$ cat config.mk
export PLATFORM = sky130hd
export DESIGN_NAME = uart_rx_ctrl
export DESIGN_NICKNAME = d
export VERILOG_FILES = /design/src/rtl/uart_pkg.sv /design/src/rtl/uart_rx_sync.sv /design/src/rtl/uart_rx_ctrl.sv
export SDC_FILE = /design/constraint.sdc
export NUM_CORES = 1
export LEC_CHECK = 0
export ABC_AREA = 0
export ABC_CLOCK_PERIOD_IN_PS = 2200
export BUFFER_PORTS_ARGS = -buffer_cell sky130_fd_sc_hd__buf_2
export CAP_MARGIN = 20
export CORE_ASPECT_RATIO = 1.1
export CORE_MARGIN = 2
export CORE_UTILIZATION = 55
export DETAILED_ROUTE_END_ITERATION = 12
export PLACE_DENSITY_LB_ADDON = 0.12
export SKIP_LAST_GASP = 1
export SLEW_MARGIN = 30
export SYNTH_ARGS = -nofsm -noshare
export SYNTH_HDL_FRONTEND = slang
export SYNTH_SLANG_ARGS = --single-unit
$ cat constraint.sdc
create_clock -name clk -period 2.2 [get_ports clk]
set_input_delay 0.44 -clock clk [delete_from_list [all_inputs] [get_ports clk]]
set_output_delay 0.44 -clock clk [all_outputs]
set_load 0.02 [all_outputs]
$ cat src/rtl/uart_pkg.sv
// ============================================================================
// uart_pkg : shared UART receive types and default constants
// Rev 1.0  : initial release
// ============================================================================
`default_nettype none

package uart_pkg;

  localparam int CLKS_PER_BIT_DEF = 16;
  localparam int DATA_BITS_DEF    = 8;

  typedef enum logic [2:0] {
    IDLE  = 3'd0,
    START = 3'd1,
    DATA  = 3'd2,
    STOP  = 3'd3,
    DONE  = 3'd4
  } rx_state_t;

endpackage

`default_nettype wire

$ cat src/rtl/uart_rx_sync.sv
// ============================================================================
// uart_rx_sync : 2-flop synchroniser for the serial line plus a delayed copy
// Rev 1.0      : initial release
// ============================================================================
`default_nettype none

module uart_rx_sync (
  input  logic clk,
  input  logic reset,
  input  logic rxIn,
  output logic rxS,
  output logic rxP
);

  logic r_meta;
  logic r_sync;
  logic r_prev;

  // All flops reset to the idle-line level so reset release never looks like a start edge
  always_ff @(posedge clk or posedge reset) begin
    if (reset) begin
      r_meta <= 1'b1;
      r_sync <= 1'b1;
      r_prev <= 1'b1;
    end else begin
      r_meta <= rxIn;
      r_sync <= r_meta;
      r_prev <= r_sync;
    end
  end

  assign rxS = r_sync;
  assign rxP = r_prev;

endmodule

`default_nettype wire

$ cat src/rtl/uart_rx_ctrl.sv
// ============================================================================
// uart_rx_ctrl : UART receive front-end (start detect, mid-bit sampling, stop check)
// Rev 1.0      : initial release
// ============================================================================
`default_nettype none

module uart_rx_ctrl
  import uart_pkg::*;
#(
  parameter int CLKS_PER_BIT = CLKS_PER_BIT_DEF,
  parameter int DATA_BITS    = DATA_BITS_DEF
) (
  input  logic                 clk,
  input  logic                 reset,
  input  logic                 rxIn,
  output logic [DATA_BITS-1:0] dOut,
  output logic                 set,
  output logic                 stopOk,
  output logic                 busy
);

  localparam int c_cnt_w = $clog2(CLKS_PER_BIT);
  localparam int c_idx_w = $clog2(DATA_BITS + 1);

  localparam logic [c_cnt_w-1:0] c_half_last = c_cnt_w'(CLKS_PER_BIT / 2 - 1);
  localparam logic [c_cnt_w-1:0] c_bit_last  = c_cnt_w'(CLKS_PER_BIT - 1);
  localparam logic [c_idx_w-1:0] c_idx_last  = c_idx_w'(DATA_BITS - 1);

  logic                 w_rx_s;
  logic                 w_rx_p;
  rx_state_t            r_state;
  rx_state_t            w_state_nxt;
  logic [c_cnt_w-1:0]   r_cnt;
  logic [c_idx_w-1:0]   r_idx;
  logic [DATA_BITS-1:0] r_shift;
  logic [DATA_BITS-1:0] r_dout;
  logic                 r_stop_ok;
  logic                 w_cnt_clr;
  logic                 w_cnt_en;
  logic                 w_idx_clr;
  logic                 w_shift_en;
  logic                 w_load;

  uart_rx_sync u_sync (
    .clk   (clk),
    .reset (reset),
    .rxIn  (rxIn),
    .rxS   (w_rx_s),
    .rxP   (w_rx_p)
  );

  always_ff @(posedge clk or posedge reset) begin
    if (reset) r_state <= IDLE;
    else       r_state <= w_state_nxt;
  end

  always_comb begin
    w_state_nxt = r_state;
    w_cnt_clr   = 1'b0;
    w_cnt_en    = 1'b0;
    w_idx_clr   = 1'b0;
    w_shift_en  = 1'b0;
    w_load      = 1'b0;
    case (r_state)
      IDLE: begin
        // Falling edge only: a line held low never re-arms the receiver
        if (!w_rx_s && w_rx_p) begin
          w_state_nxt = START;
          w_cnt_clr   = 1'b1;
        end
      end
      START: begin
        if (r_cnt == c_half_last) begin
          w_cnt_clr = 1'b1;
          if (w_rx_s) begin
            w_state_nxt = IDLE;
          end else begin
            w_state_nxt = DATA;
            w_idx_clr   = 1'b1;
          end
        end else begin
          w_cnt_en = 1'b1;
        end
      end
      DATA: begin
        if (r_cnt == c_bit_last) begin
          w_cnt_clr  = 1'b1;
          w_shift_en = 1'b1;
          if (r_idx == c_idx_last) w_state_nxt = STOP;
        end else begin
          w_cnt_en = 1'b1;
        end
      end
      STOP: begin
        if (r_cnt == c_bit_last) begin
          w_cnt_clr   = 1'b1;
          w_load      = 1'b1;
          w_state_nxt = DONE;
        end else begin
          w_cnt_en = 1'b1;
        end
      end
      DONE:    w_state_nxt = IDLE;
      default: w_state_nxt = IDLE;
    endcase
  end

  // Outputs load on DONE entry so they are already valid while set is high
  always_ff @(posedge clk or posedge reset) begin
    if (reset) begin
      r_cnt     <= '0;
      r_idx     <= '0;
      r_shift   <= '0;
      r_dout    <= '0;
      r_stop_ok <= 1'b0;
    end else begin
      if (w_cnt_clr)     r_cnt <= '0;
      else if (w_cnt_en) r_cnt <= r_cnt + 1'b1;

      if (w_idx_clr)       r_idx <= '0;
      else if (w_shift_en) r_idx <= r_idx + 1'b1;

      if (w_shift_en) r_shift <= {w_rx_s, r_shift[DATA_BITS-1:1]};

      if (w_load) begin
        r_dout    <= r_shift;
        r_stop_ok <= w_rx_s;
      end
    end
  end

  assign dOut   = r_dout;
  assign stopOk = r_stop_ok;
  assign set    = (r_state == DONE);
  assign busy   = (r_state != IDLE);

endmodule

`default_nettype wire

Word-level counts from Yosys, hierarchy flattened
Index checks and enable logic that the tools add are counted.

storage, ports and cells
  output and inout port bits = 11
  bits in registers = 31
  logic and storage cells = 54

operators by class
  reduce and logical (&&, ||, !) cells = 8
  muxes and demuxes = 23
  equality and inequality tests = 12
  add/sub/neg operators = 2

operator list
  kind                   count
  $mux W4                4
  $mux W3                5
  $pmux W3 S4            1
  $mux W1                10
  $ne A2 B2 Y1 const B   5
  $add A4 B1 Y4 const B  2
  $eq A4 B3 Y1 const B   2
  $eq A3 B2 Y1 const B   2
  $reduce_and A5 Y1      1
  $eq A4 B4 Y1 const B   1
  $reduce_bool A2 Y1     2
  $eq A3 B1 Y1 const B   1
  $eq A3 B3 Y1 const B   1
  $logic_not A3 Y1       1
  $pmux W1 S3            1
  $reduce_bool A3 Y1     1
  $mux W2                1
  $pmux W1 S2            1
  $reduce_or A2 Y1       1
  $logic_and A1 B1 Y1    1
  $logic_not A1 Y1       1

Depth between registers and ports, before layout
  depth in word-level cells = 5
  mapped depth = 5
  depth with buffers taken out = 5

Hierarchy
From an unflattened synthesis, not the netlist that was laid out.

unflattened totals
  cells, all modules = 110
  area total of the unflattened synthesis = 1415.1 sq um

modules (own cells, without submodules)
  module        sequential area each (sq um)  cells an instance  area an instance (sq um)  instances
  uart_rx_ctrl  700.7                         106                1332.5                    1
  uart_rx_sync  78.8                          4                  82.6                      1

Worst setup path after synthesis
OpenSTA, ideal clock, no wires.

  kind = register to register
  from = register r_cnt[0]
  to = register r_dout[0], in the netlist dOut[0]
  cell stages (with the launch flop) = 5
  buffers on the path = 0
  period minus slack after synthesis = 1.548 ns
  path slack = 0.652 ns
  arrival = 1.423 ns
  cells stage by stage = dfrtp_1 -> ha_1 -> nor2b_1 -> nand4_2 -> mux2_2

between the ends
  cells in the longest elaborated chain, start to end = 3

ends and longest elaborated chain
  item                    line                 source
  from (decl)             uart_rx_ctrl.sv:33   logic [c_cnt_w-1:0] r_cnt;
  from (signal assigned)  uart_rx_ctrl.sv:118  else if (w_cnt_en) r_cnt <= r_cnt + 1'b1;
  $eq A4 B4 Y1            uart_rx_ctrl.sv:95   if (r_cnt == c_bit_last) begin
  $mux W1                 uart_rx_ctrl.sv:95
  $mux W1                 uart_rx_ctrl.sv:64   case (r_state)
  to (signal assigned)    uart_rx_ctrl.sv:126  r_dout <= r_shift;
  to (decl)               uart_rx_ctrl.sv:36   logic [DATA_BITS-1:0] r_dout;

Every way passes these cells.
A chain may end at the register's enable or synchronous reset.

Worst setup path after layout
  from = register r_cnt[0]
  to = register r_dout[4], in the netlist dOut[4]

Same word-level chain as after synthesis.

==> flow_metrics.py <==
metrics = {
    "run_status": {
        "run_status": "complete, no violations",
    },
    "placement": {
        "detail_placement_hpwl_mm": 1.55,
        "buffer_ports.inserted": 13,
        "place_area_sq_mm": 0.00143,
        "gpl.final_weighted_congestion": 0.814,
    },
    "power": {
        "total_leakage_power_nw": 0.790,
        "cell_area_power_density_mw_per_mm2": 955,
        "peakVddDrop_uv": 605,
    },
    "global_routing": {
        "global_route_wire_length_before_repair_mm": 3.94,
        "grt.total_usage_pct": 19.3,
        "number_of_global_route_vias_before_repair": 878,
        "antenna_found_initial": 0,
        "grt_remaining_overflow": 0,
        "grt_max_degree": 32,
    },
    "finish": {
        "final.fill_count": 183,
        "area_growth_syn_to_layout_pct": 11.6,
        "final_cell_area_sq_mm": 0.00149,
        "layout_cells_sized_above_1_pct": 37.6,
        "antenna_cells_inserted": 0,
        "nets": 129,
    },
    "cts": {
        "clock_tree.htree_level_count": 2,
        "clock-sinks": 31,
        "ctsResizeCount": 0,
        "cts_setup_buffers": 0,
        "cts.hold.buffers_added": 0,
        "skew_pair_late_insertion_delay_ps": 330,
        "cts_inserted_buffers": 5,
        "ctsLongestPathBuffers": 2,
        "cts_tree": "done",
        "clk_root_buffer_cell": "clkbuf_4",
        "cts.reportedPaths.clkPinSlew_ps": 100,
    },
    "worst_setup_path": {
        "crit_buf_inv": 0,
        "critical_path_required_ps": 2410,
        "setup.reg_to_reg.worst_slack_ps": 370,
        "crit_type": "register to register",
        "critical_path.max_stage_delay_ps": 400,
        "critPathSlowestCell": "dfrtp_1",
        "cp-end-kind": "register",
        "cp_data_arrival_time_ps": 2040,
        "crit_path_max_fanout": 10,
        "cp-start-kind": "register",
        "series_of_cell_instances_along_the_critical_path": "ha_1 -> nor2b_1 -> nand4_2 -> mux2_2",
        "worst_path_dominant_cell_family": "simple AND/OR/NAND/NOR gates",
    },
    "floorplanning": {
        "die_y_um": 55.7,
        "starting_utilization_of_the_core_area_pct": 58.7,
        "design.die.area_sq_mm": 0.00284,
        "cell_row_count": 18,
        "coreArea_sq_mm": 0.00227,
        "boundaryPins": 14,
        "die-width_um": 51.0,
    },
    "synthesis": {
        "post_synth_instance_area_sq_mm": 0.00134,
        "postSynthAreaPerCell_sq_um": 12.6,
        "dominantRegCellSynth": "dfrtp_1",
        "synth_sequential_area_ratio_pct": 58.4,
        "postSynthRegisterBits": 31,
        "post_synth_main_area_contributors": "dfrtp_1 52%, mux2_2 14%, dfstp_2 5.9%, nor2_1 3.7%, xor2_1 3.3%",
        "number_of_nets_in_the_synthesized_netlist": 111,
        "postSynth.asyncResetShare_pct": 100,
        "post_synth_inst_count": 106,
        "synth_largest_type_area_fraction_pct": 52.5,
        "synthDominantAreaCellType": "dfrtp_1",
        "synth-edff-count": 0,
        "synth.lib_cells_used.distinct": 30,
        "synth_warnings": 0,
    },
    "timing": {
        "setup_viol": 0,
        "final.period_utilization_pct": 83.2,
        "slew_headroom_pct": 75.4,
        "finalHoldViolations": 0,
        "final-max-slew-violation-count": 0,
        "timing_worst_slew_pin_value_ps": 370,
        "setup-tns-final_ps": 0,
        "fin_worst_skew_ps": 11.0,
        "achievable-frequency_ghz": 0.546,
        "grt_setup_unrepaired": "no",
        "finalCriticalPeriod_ps": 1830,
    },
    "worst_hold_path": {
        "hold_path_class": "input pin to asynchronous set/reset pin",
    },
    "run": {
        "timing.max_cap.violations": 0,
    },
    "routing": {
        "antenna_violating_nets_post_route": 0,
        "drt_pre_antenna_iters": 5,
        "drtIter0Drc": 6,
        "detailroute.via_count": 845,
        "routed_via_density": 5.45,
        "drc_errors": 0,
        "detail_route.wirelength_mm": 2.19,
        "routedWlPerCell_um": 14.2,
    },
}
==> layer usage <==
layer	share of wire, %	track usage (%)	vias up
met3	3.7	8.06	2
met4	1.1	10.4	0
met1	45	23.9	417
li1	-	-	410
met2	50	28.4	16
met5	0	0	-
==> cell usage in the layout, fill, tap and decap left out, drive strengths merged, types with 3 or more instances in the layout <==
cell    instances
dfrtp          28
mux2           17
buf            14
nor2           13
clkbuf          7
xor2            5
nand3           5
inv             5
a21oi           3
dfstp           3
nand2           3
==> Yosys cell counts (all sizes together), types with 2 or more instances <==
cell type  instances
mux2i              2
a21oi              3
ha                 2
mux2              17
nand3              5
xor2               5
nand4              2
dfrtp             28
nor2              13
a211oi             2
dfstp              3
inv                5
buf                2
nand2              3
==> tightest hold or removal path, stage by stage <==
cell	delay, ps
buf_2	90
inv_1	40
buf_4	340
==> cells by family (layout without fill, tap and decap cells) <==
family	count (synthesis)	count (layout)	share of synthesized area (%)
mux	19	19	15.8
flops	31	31	58.4
fa+ha+maj	2	2	1.87
compound gates	10	10	5.62
simple gates	31	31	12.5
buf+inv	8	27	2.53
xor+xnor	5	5	3.28
==> path summary, 6_finish.rpt <==
| kind | startpoint | endpoint | depth (start not counted) |
|---|---|---|---|
| setup / recovery | r_cnt[0]$_DFFE_PP0P_ | dOut[4]$_DFFE_PP0P_ | 4 |
| hold / removal | reset | r_shift[4]$_DFFE_PP0P_ | 3 |
| max in group asynchronous | reset | u_sync.rxS$_DFF_PP1_ | 3 |
| setup reg to reg | r_cnt[0]$_DFFE_PP0P_ | dOut[4]$_DFFE_PP0P_ | 4 |
| min in group clk | rxIn | u_sync.r_meta$_DFF_PP1_ | 1 |
| hold reg to reg | u_sync.r_meta$_DFF_PP1_ | u_sync.rxS$_DFF_PP1_ | 0 |
==> area by class of cell <==
type | instances | area (sq um) | share of cell area (%)
inverters | 5 | 18.8 | 1.26
clock buffers | 7 | 55.1 | 3.69
multi-input cells | 67 | 522 | 35.0
well taps | 30 | 37.5 | 2.52
repair buffers | 14 | 72.6 | 4.87
clock inverters | 1 | 5.00 | 0.336
flip-flops and latches | 31 | 779 | 52.3
==> report_power, final <==
group | internal, mW | switching, mW | total (mW) | leakage (nW)
clock network | 0.155 | 0.181 | 0.336 | 0.0353
logic | 0.146 | 0.183 | 0.328 | 0.346
registers | 0.646 | 0.113 | 0.759 | 0.409
==> state kept, by name, indices dropped and copies added (netlist names) <==
name	flops
dOut	8
r_cnt	4
r_idx	4
r_shift	8
r_state	3
stopOk	1
u_sync.r_meta	1
u_sync.rxP	1
u_sync.rxS	1
==> stage by stage <==
| step | setup WS [ps] | util [%] | instances | hold WS [ps] | total power, mW |
|---|---|---|---|---|---|
| 6_report | 369 | 65.5 | 155 | 169 | 1.42 |
| 4_1_cts | 376 | 65.5 | 155 | 167 | 1.44 |
| 5_1_grt | 264 | 65.5 | 155 | 172 | 1.54 |
| 2_1_floorplan | 652 | - | 106 | 345 | 1.03 |
| 3_3_place_gp | 488 | 62.9 | 147 | 352 | 1.09 |
| 3_5_place_dp | 405 | 62.9 | 147 | 353 | 1.10 |
Power figures use the tool's default switching activity.
